<file path="config.mk">
export PLATFORM = sky130hd
export DESIGN_NAME = id_stage
export DESIGN_NICKNAME = d
export VERILOG_FILES = /design/src/rtl/riscv_pkg.sv /design/src/rtl/regfile.sv /design/src/rtl/id_stage.sv
export SDC_FILE = /design/constraint.sdc
export NUM_CORES = 2
export LEC_CHECK = 0
export CORE_MARGIN = 2
export CORE_UTILIZATION = 55
export CTS_BUF_LIST = sky130_fd_sc_hd__clkbuf_8 sky130_fd_sc_hd__clkbuf_16
export DETAILED_ROUTE_END_ITERATION = 8
export PLACE_DENSITY = 0.77
export SLEW_MARGIN = 25
export SYNTH_ARGS = -nofsm -noshare
export SYNTH_HDL_FRONTEND = slang
export SYNTH_SLANG_ARGS = --single-unit
</file>
<file path="constraint.sdc">
create_clock -name clk -period 6.05 [get_ports clk]
set_clock_uncertainty 0.15 [all_clocks]
set_input_delay 0.9075 -clock clk [delete_from_list [all_inputs] [get_ports clk]]
set_output_delay 0.9075 -clock clk [all_outputs]
set_load 0.1 [all_outputs]
</file>
<file path="src/rtl/riscv_pkg.sv">
// Shared decode constants and bundles for the
// RV32I five-stage pipeline.
package riscv_pkg;

  localparam logic [6:0] OPC_LUI    = 7'b0110111;
  localparam logic [6:0] OPC_AUIPC  = 7'b0010111;
  localparam logic [6:0] OPC_JAL    = 7'b1101111;
  localparam logic [6:0] OPC_JALR   = 7'b1100111;
  localparam logic [6:0] OPC_BRANCH = 7'b1100011;
  localparam logic [6:0] OPC_LOAD   = 7'b0000011;
  localparam logic [6:0] OPC_STORE  = 7'b0100011;
  localparam logic [6:0] OPC_OPIMM  = 7'b0010011;
  localparam logic [6:0] OPC_OP     = 7'b0110011;

  localparam logic [2:0] F3_BEQ  = 3'b000;
  localparam logic [2:0] F3_BNE  = 3'b001;
  localparam logic [2:0] F3_BLT  = 3'b100;
  localparam logic [2:0] F3_BGE  = 3'b101;
  localparam logic [2:0] F3_BLTU = 3'b110;
  localparam logic [2:0] F3_BGEU = 3'b111;

  localparam logic [31:0] NOP = 32'h0000_0013;

  typedef enum logic [3:0] {
    ALU_ADD, ALU_SUB, ALU_SLL, ALU_SLT,
    ALU_SLTU, ALU_XOR, ALU_SRL, ALU_SRA,
    ALU_OR, ALU_AND, ALU_LUI
  } alu_code_e;

  typedef struct packed {
    logic [31:0] instr;
    logic [31:0] pc;
  } if_id_t;

  function automatic alu_code_e alu_dec(
    input logic [2:0] f3,
    input logic       f7b5,
    input logic       is_op
  );
    case (f3)
      3'b000:  return (is_op && f7b5) ? ALU_SUB : ALU_ADD;
      3'b001:  return ALU_SLL;
      3'b010:  return ALU_SLT;
      3'b011:  return ALU_SLTU;
      3'b100:  return ALU_XOR;
      3'b101:  return f7b5 ? ALU_SRA : ALU_SRL;
      3'b110:  return ALU_OR;
      default: return ALU_AND;
    endcase
  endfunction

endpackage

</file>
<file path="src/rtl/regfile.sv">
// 32x32 integer register file, two read ports,
// one write port, write-through read bypass.
module regfile (
  input  logic        clk,
  input  logic        reset,
  input  logic [4:0]  ra1_i,
  input  logic [4:0]  ra2_i,
  output logic [31:0] rd1_o,
  output logic [31:0] rd2_o,
  input  logic        we_i,
  input  logic [4:0]  wa_i,
  input  logic [31:0] wd_i
);

  logic [31:0] mem_q [32];

  // clear on reset; x0 is never written
  always_ff @(posedge clk) begin
    if (reset) begin
      for (int i = 0; i < 32; i++) mem_q[i] <= '0;
    end else if (we_i && wa_i != '0) begin
      mem_q[wa_i] <= wd_i;
    end
  end

  // combinational reads, same-cycle write wins
  always_comb begin
    rd1_o = mem_q[ra1_i];
    rd2_o = mem_q[ra2_i];
    if (we_i && wa_i == ra1_i) rd1_o = wd_i;
    if (we_i && wa_i == ra2_i) rd2_o = wd_i;
    if (ra1_i == '0) rd1_o = '0;
    if (ra2_i == '0) rd2_o = '0;
  end

endmodule

</file>
<file path="src/rtl/id_stage.sv">
// Decode stage: IF/ID register, regfile, decoder,
// branch/jump resolution and hazard detection.
module id_stage
  import riscv_pkg::*;
#(
  parameter logic [31:0] RESET_PC = 32'h0000_0000
) (
  input  logic        clk,
  input  logic        reset,
  input  logic [31:0] Instruction_if,
  input  logic [31:0] PC_if,
  input  logic        IF_flush,
  input  logic        RegWrite_wb,
  input  logic [4:0]  WriteReg_wb,
  input  logic [31:0] WriteData_wb,
  input  logic        RegWrite_ex,
  input  logic        MemRead_ex,
  input  logic [4:0]  Rd_ex,
  input  logic        RegWrite_mem,
  input  logic        MemRead_mem,
  input  logic [4:0]  Rd_mem,
  input  logic [31:0] ALUResult_mem,
  output logic        Branch,
  output logic        Jump,
  output logic [31:0] JumpAddr,
  output logic        IFWrite,
  output logic [31:0] PC_id,
  output logic [31:0] Rs1Data_id,
  output logic [31:0] Rs2Data_id,
  output logic [31:0] Imm_id,
  output logic [4:0]  Rs1_id,
  output logic [4:0]  Rs2_id,
  output logic [4:0]  Rd_id,
  output logic        RegWrite_id,
  output logic        MemRead_id,
  output logic        MemWrite_id,
  output logic        MemtoReg_id,
  output logic        ALUSrc_id,
  output logic [3:0]  ALUCode_id
);

  if_id_t      ifid_q, ifid_d;
  logic [31:0] ins;
  logic [6:0]  opc;
  logic [2:0]  f3;
  logic [4:0]  rs1, rs2;
  logic        is_lui, is_auipc, is_jal, is_jalr;
  logic        is_br, is_ld, is_st, is_opi, is_op;
  logic [31:0] imm_i, imm_s, imm_b, imm_u, imm_j;
  logic [31:0] rf1, rf2, op1, op2, imm, tgt_imm;
  logic        rw, mr, mw, m2r, src, link;
  logic        use1, use2, brj;
  logic        hit_ex, hit_mem, stall, taken;
  alu_code_e   alu;

  assign ins = ifid_q.instr;
  assign opc = ins[6:0];
  assign f3  = ins[14:12];
  assign rs1 = ins[19:15];
  assign rs2 = ins[24:20];

  // next IF/ID: hold on stall, squash on flush
  always_comb begin
    ifid_d = ifid_q;
    if (IFWrite) begin
      ifid_d.pc    = PC_if;
      ifid_d.instr = IF_flush ? NOP : Instruction_if;
    end
  end

  // IF/ID pipeline register
  always_ff @(posedge clk) begin
    if (reset) ifid_q <= '{instr: NOP, pc: RESET_PC};
    else       ifid_q <= ifid_d;
  end

  regfile u_rf (
    .clk   (clk),
    .reset (reset),
    .ra1_i (rs1),
    .ra2_i (rs2),
    .rd1_o (rf1),
    .rd2_o (rf2),
    .we_i  (RegWrite_wb),
    .wa_i  (WriteReg_wb),
    .wd_i  (WriteData_wb)
  );

  assign is_lui   = opc == OPC_LUI;
  assign is_auipc = opc == OPC_AUIPC;
  assign is_jal   = opc == OPC_JAL;
  assign is_jalr  = opc == OPC_JALR;
  assign is_br    = opc == OPC_BRANCH;
  assign is_ld    = opc == OPC_LOAD;
  assign is_st    = opc == OPC_STORE;
  assign is_opi   = opc == OPC_OPIMM;
  assign is_op    = opc == OPC_OP;

  assign imm_i = {{20{ins[31]}}, ins[31:20]};
  assign imm_s = {{20{ins[31]}}, ins[31:25], ins[11:7]};
  assign imm_b = {{19{ins[31]}}, ins[31], ins[7],
                  ins[30:25], ins[11:8], 1'b0};
  assign imm_u = {ins[31:12], 12'b0};
  assign imm_j = {{11{ins[31]}}, ins[31], ins[19:12],
                  ins[20], ins[30:21], 1'b0};

  // main decoder; links carry PC+4 through the ALU
  always_comb begin
    rw   = 1'b0;
    mr   = 1'b0;
    mw   = 1'b0;
    m2r  = 1'b0;
    src  = 1'b0;
    link = 1'b0;
    use1 = 1'b0;
    use2 = 1'b0;
    alu  = ALU_ADD;
    imm  = '0;
    unique case (1'b1)
      is_lui: begin
        rw = 1'b1; src = 1'b1;
        alu = ALU_LUI; imm = imm_u;
      end
      is_auipc: begin
        rw = 1'b1; src = 1'b1;
        link = 1'b1; imm = imm_u;
      end
      is_jal: begin
        rw = 1'b1; src = 1'b1;
        link = 1'b1; imm = 32'd4;
      end
      is_jalr: begin
        rw = 1'b1; src = 1'b1; use1 = 1'b1;
        link = 1'b1; imm = 32'd4;
      end
      is_br: begin
        use1 = 1'b1; use2 = 1'b1; imm = imm_b;
      end
      is_ld: begin
        rw = 1'b1; mr = 1'b1; m2r = 1'b1;
        src = 1'b1; use1 = 1'b1; imm = imm_i;
      end
      is_st: begin
        mw = 1'b1; src = 1'b1;
        use1 = 1'b1; use2 = 1'b1; imm = imm_s;
      end
      is_opi: begin
        rw = 1'b1; src = 1'b1; use1 = 1'b1;
        imm = imm_i;
        alu = alu_dec(f3, ins[30], 1'b0);
      end
      is_op: begin
        rw = 1'b1; use1 = 1'b1; use2 = 1'b1;
        alu = alu_dec(f3, ins[30], 1'b1);
      end
      default: ;
    endcase
  end

  assign brj = is_br | is_jalr;

  assign hit_ex = (Rd_ex != '0) &&
                  ((use1 && Rd_ex == rs1) ||
                   (use2 && Rd_ex == rs2));
  assign hit_mem = (Rd_mem != '0) &&
                   ((use1 && Rd_mem == rs1) ||
                    (use2 && Rd_mem == rs2));

  assign stall = (MemRead_ex && hit_ex) ||
                 (brj && RegWrite_ex && hit_ex) ||
                 (brj && MemRead_mem && hit_mem);

  // ALU results in MEM feed branch compare / JALR base
  always_comb begin
    op1 = rf1;
    op2 = rf2;
    if (RegWrite_mem && !MemRead_mem && Rd_mem != '0) begin
      if (Rd_mem == rs1) op1 = ALUResult_mem;
      if (Rd_mem == rs2) op2 = ALUResult_mem;
    end
  end

  // branch condition evaluation
  always_comb begin
    case (f3)
      F3_BEQ:  taken = op1 == op2;
      F3_BNE:  taken = op1 != op2;
      F3_BLT:  taken = $signed(op1) < $signed(op2);
      F3_BGE:  taken = $signed(op1) >= $signed(op2);
      F3_BLTU: taken = op1 < op2;
      F3_BGEU: taken = op1 >= op2;
      default: taken = 1'b0;
    endcase
  end

  assign tgt_imm = is_br  ? imm_b :
                   is_jal ? imm_j : imm;

  assign JumpAddr = is_jalr ? ((op1 + imm_i) & ~32'd1)
                            : (ifid_q.pc + tgt_imm);

  assign IFWrite     = ~stall;
  assign Branch      = is_br & taken & ~stall;
  assign Jump        = (is_jal | is_jalr) & ~stall;
  assign PC_id       = ifid_q.pc;
  assign Rs1Data_id  = link ? ifid_q.pc : rf1;
  assign Rs2Data_id  = rf2;
  assign Imm_id      = imm;
  assign Rs1_id      = rs1;
  assign Rs2_id      = rs2;
  assign Rd_id       = ins[11:7];
  assign RegWrite_id = rw & ~stall;
  assign MemRead_id  = mr & ~stall;
  assign MemWrite_id = mw & ~stall;
  assign MemtoReg_id = m2r;
  assign ALUSrc_id   = src;
  assign ALUCode_id  = alu;

endmodule

</file>
==> results.ini <==
[status]
status=finished, violations left
violations=setup timing

[synthesis]
synth_top_family_by_area=multiplexers
synth_edf_count=1024
synth_cell_types=81
synthFlopType=edfxtp_1
synthXorXnorAreaFrac_pct=1.14
syn_avg_cell_area_um2=14.0
synth-compound-area-share_pct=4.03
synth_area_leader_cell=edfxtp_1
synth_cells=4563
ys_warn_count=0
synthAdderAreaFrac_pct=1.88
yosys.area_share.simple_pct=14.3
yosys-top-cells-area=edfxtp_1 48%, mux4_2 22%, and2_1 9.8%
synthArstFlopShare_pct=0
ys_seq_area_share_pct=50.3
synth_area_um2=64000
ys_seq_elements=1098
muxShareOfSynthArea_pct=25.2
synth_top_area_share_pct=48.0

[worst_setup_path]
cp_max_fo=14
critPathCaptureType=primary output
critPathKind=register to primary output
crit_chain=buf_12, buf_4, clkbuf_16, mux4_2, mux4_2, mux2i_2, a211oi_2, mux2_4, ha_1, nand4_1, nor2_2, nand2_1, or3_4, or4_4, or3_4, xnor2_1, nor3_1, a31oi_1, a221oi_4, buf_12
start_kind=register
cpMaxStageDelayCell=mux4_2
arrival_ns=6.31
worstPathRequired_ns=4.99
max_stage_delay_ns=0.52

[finish]
fin_util_pct=68.6
drive_above_1_share_pct=34.5
syn2layout_area_growth_pct=24.2
nNetsFinal=5486

[cts]
h-tree-depth=3
path_clk_slew_ns=0.06
cts_buffers=112
holdBufCountCts=0
cts_num_sinks=1098
cts_tree=yes
cts_max_path_buffers=3
root_buffer=clkbuf_16
clock_latency_ns=0.73

[floorplanning]
dieWidth_um=345
row_count=125
die_h_um=345
core_um2=116000
io_pins=338
die_area_um2=119000
start_util_pct=55.2

[hold_path]
hp-class=register to register

[detailed_routing]
drc=0
drt_iter0_markers=7507
routed-via-count=47600
drt_wl_total_um=233000
first_pass_iters=8
wire_per_inst_um=33.9
ant_nets=0
post_drt_via_cell_ratio=6.92

[power_and_ir_drop]
p_per_area_nw_per_um2=260
leakage_nw=28.2
finalPower_mw=20.7
peakVddDrop_mv=0.230

[timing]
hold_viol=0
tightest_slew_ns=1.15
max_freq_ghz=0.136
period_minus_slack_ns=7.37
finalSetupTns_ns=-23.59
hold_slack_ns=0.329
slew_violations=0
setup_viol=29
fin_ws_ns=-1.32
relSlewSlack_pct=23.5
finalCritPeriodShare_pct=122
grt_setup_unrepaired=yes

[place]
place_hpwl_um=153000
port_buffers=337
place_congestion=1.01
pre_cts_ws_ns=-1.18

[global_routing]
busiest_layer=met2
grt_max_degree=66
grt_antenna_before_repair=18
overflow=0
grt_util_met1_pct=45.7
grt_pass1_vias=48100
grtUsageTotal_pct=38.7
grt_first_pass_wirelength_um=332000
use_met2_pct=61.6
use_met3_pct=12.0

[run]
maxCapViolations=0

-- area by class of cell --
| type | count | area [um2] |
|---|---|---|
| clock inverter | 97 | 798 |
| clock buffer | 114 | 2850 |
| fill | 7471 | 36400 |
| multi-input combinational | 3018 | 31500 |
| timing repair buffer | 985 | 10100 |
| tap | 1524 | 1910 |
| antenna | 10 | 25.0 |
| sequential | 1098 | 32300 |
| inverter | 25 | 93.8 |
-- report_power, final --
part | switching, mW | internal [mW] | total, mW
clock | 3.11 | 3.90 | 7.01
sequential | 0.265 | 8.71 | 8.98
combinational | 2.76 | 1.95 | 4.71
-- per-layer routing --
layer	share of wire [%]	up-vias	routed length (um)
met5	0.017	-	39
met3	14	1013	33500
met2	47	4273	109000
met4	7.7	6	18000
met1	31	23500	72900
li1	-	18800	-
-- stage by stage --
| step | std cells | cell area, um2 |
|---|---|---|
| final | 6871 | 79500 |
| after global placement | 6585 | 74200 |
| after CTS | 6845 | 79000 |
| after global routing | 6863 | 79500 |
| after floorplan | 4594 | 65000 |
| after detailed placement | 6585 | 74200 |
-- timing repair --
item | in CTS | in global routing
setup endpoints to repair | 29 | 30
gates resized for setup | 123 | 56
buffers inserted | 44 | 14
cloned | 5 | 3
pin swaps | 35 | 24
-- cell usage after synthesis (31+ instances only) --
cell,n
a211oi_1,71
a21oi_1,151
and2_1,1006
buf_2,73
clkbuf_1,341
dfxtp_1,74
edfxtp_1,1024
ha_1,93
mux2_1,46
mux2i_1,106
mux4_2,624
nand2_1,206
nand3b_1,34
nor2_1,154
nor3_1,31
o21ai_0,51
or2_2,38
xnor2_1,37
xor2_1,46
-- worst max-delay path: cells and delay by family, from the launching register on --
family,cells,cell delay (ns)
AO/OA/AOI/OAI,3,0.58
XOR/XNOR,1,0.13
adder cells (fa/ha/maj),1,0.27
buffers and inverters,4,0.75
flip-flops,1,0.38
multiplexers,4,1.54
AND/OR/NAND/NOR,7,1.91
-- placed cells by master, fill, tap and decap left out, types with 92 or more instances in the layout --
cell,count
a21oi_1,127
and2_1,1004
buf_12,143
buf_4,585
clkbuf_16,117
clkdlybuf4s50_1,235
edfxtp_1,1024
mux2i_1,92
mux4_2,625
nand2_1,206
nor2_1,123
-- cells by family (layout without fill, tap and decap cells) --
group,Yosys count,in the layout
simple gates,1601,1601
flops,1098,1098
mux,807,807
buf+inv,478,1221
compound gates,400,400
fa+ha+maj,95,95
xor+xnor,83,83
other cells,1,42
-- path summary, 6_finish.rpt --
path | startpoint | end | slack (ns) | cells past startpoint
worst max register to register | ins[6] | register | 2.17 | 12
worst max-delay path | register | Branch | -1.32 | 20
worst min-delay path | ins[8] | ins[8] | 0.33 | 2
worst min register to register | ins[8] | ins[8] | 0.33 | 2
-- state kept, by name (all words and copies together), names as in the netlist, named ones only --
register    flops
PC_id          32
ins            32
u_rf.mem_q   1024
No activity file was read; power rests on OpenSTA's default activity.
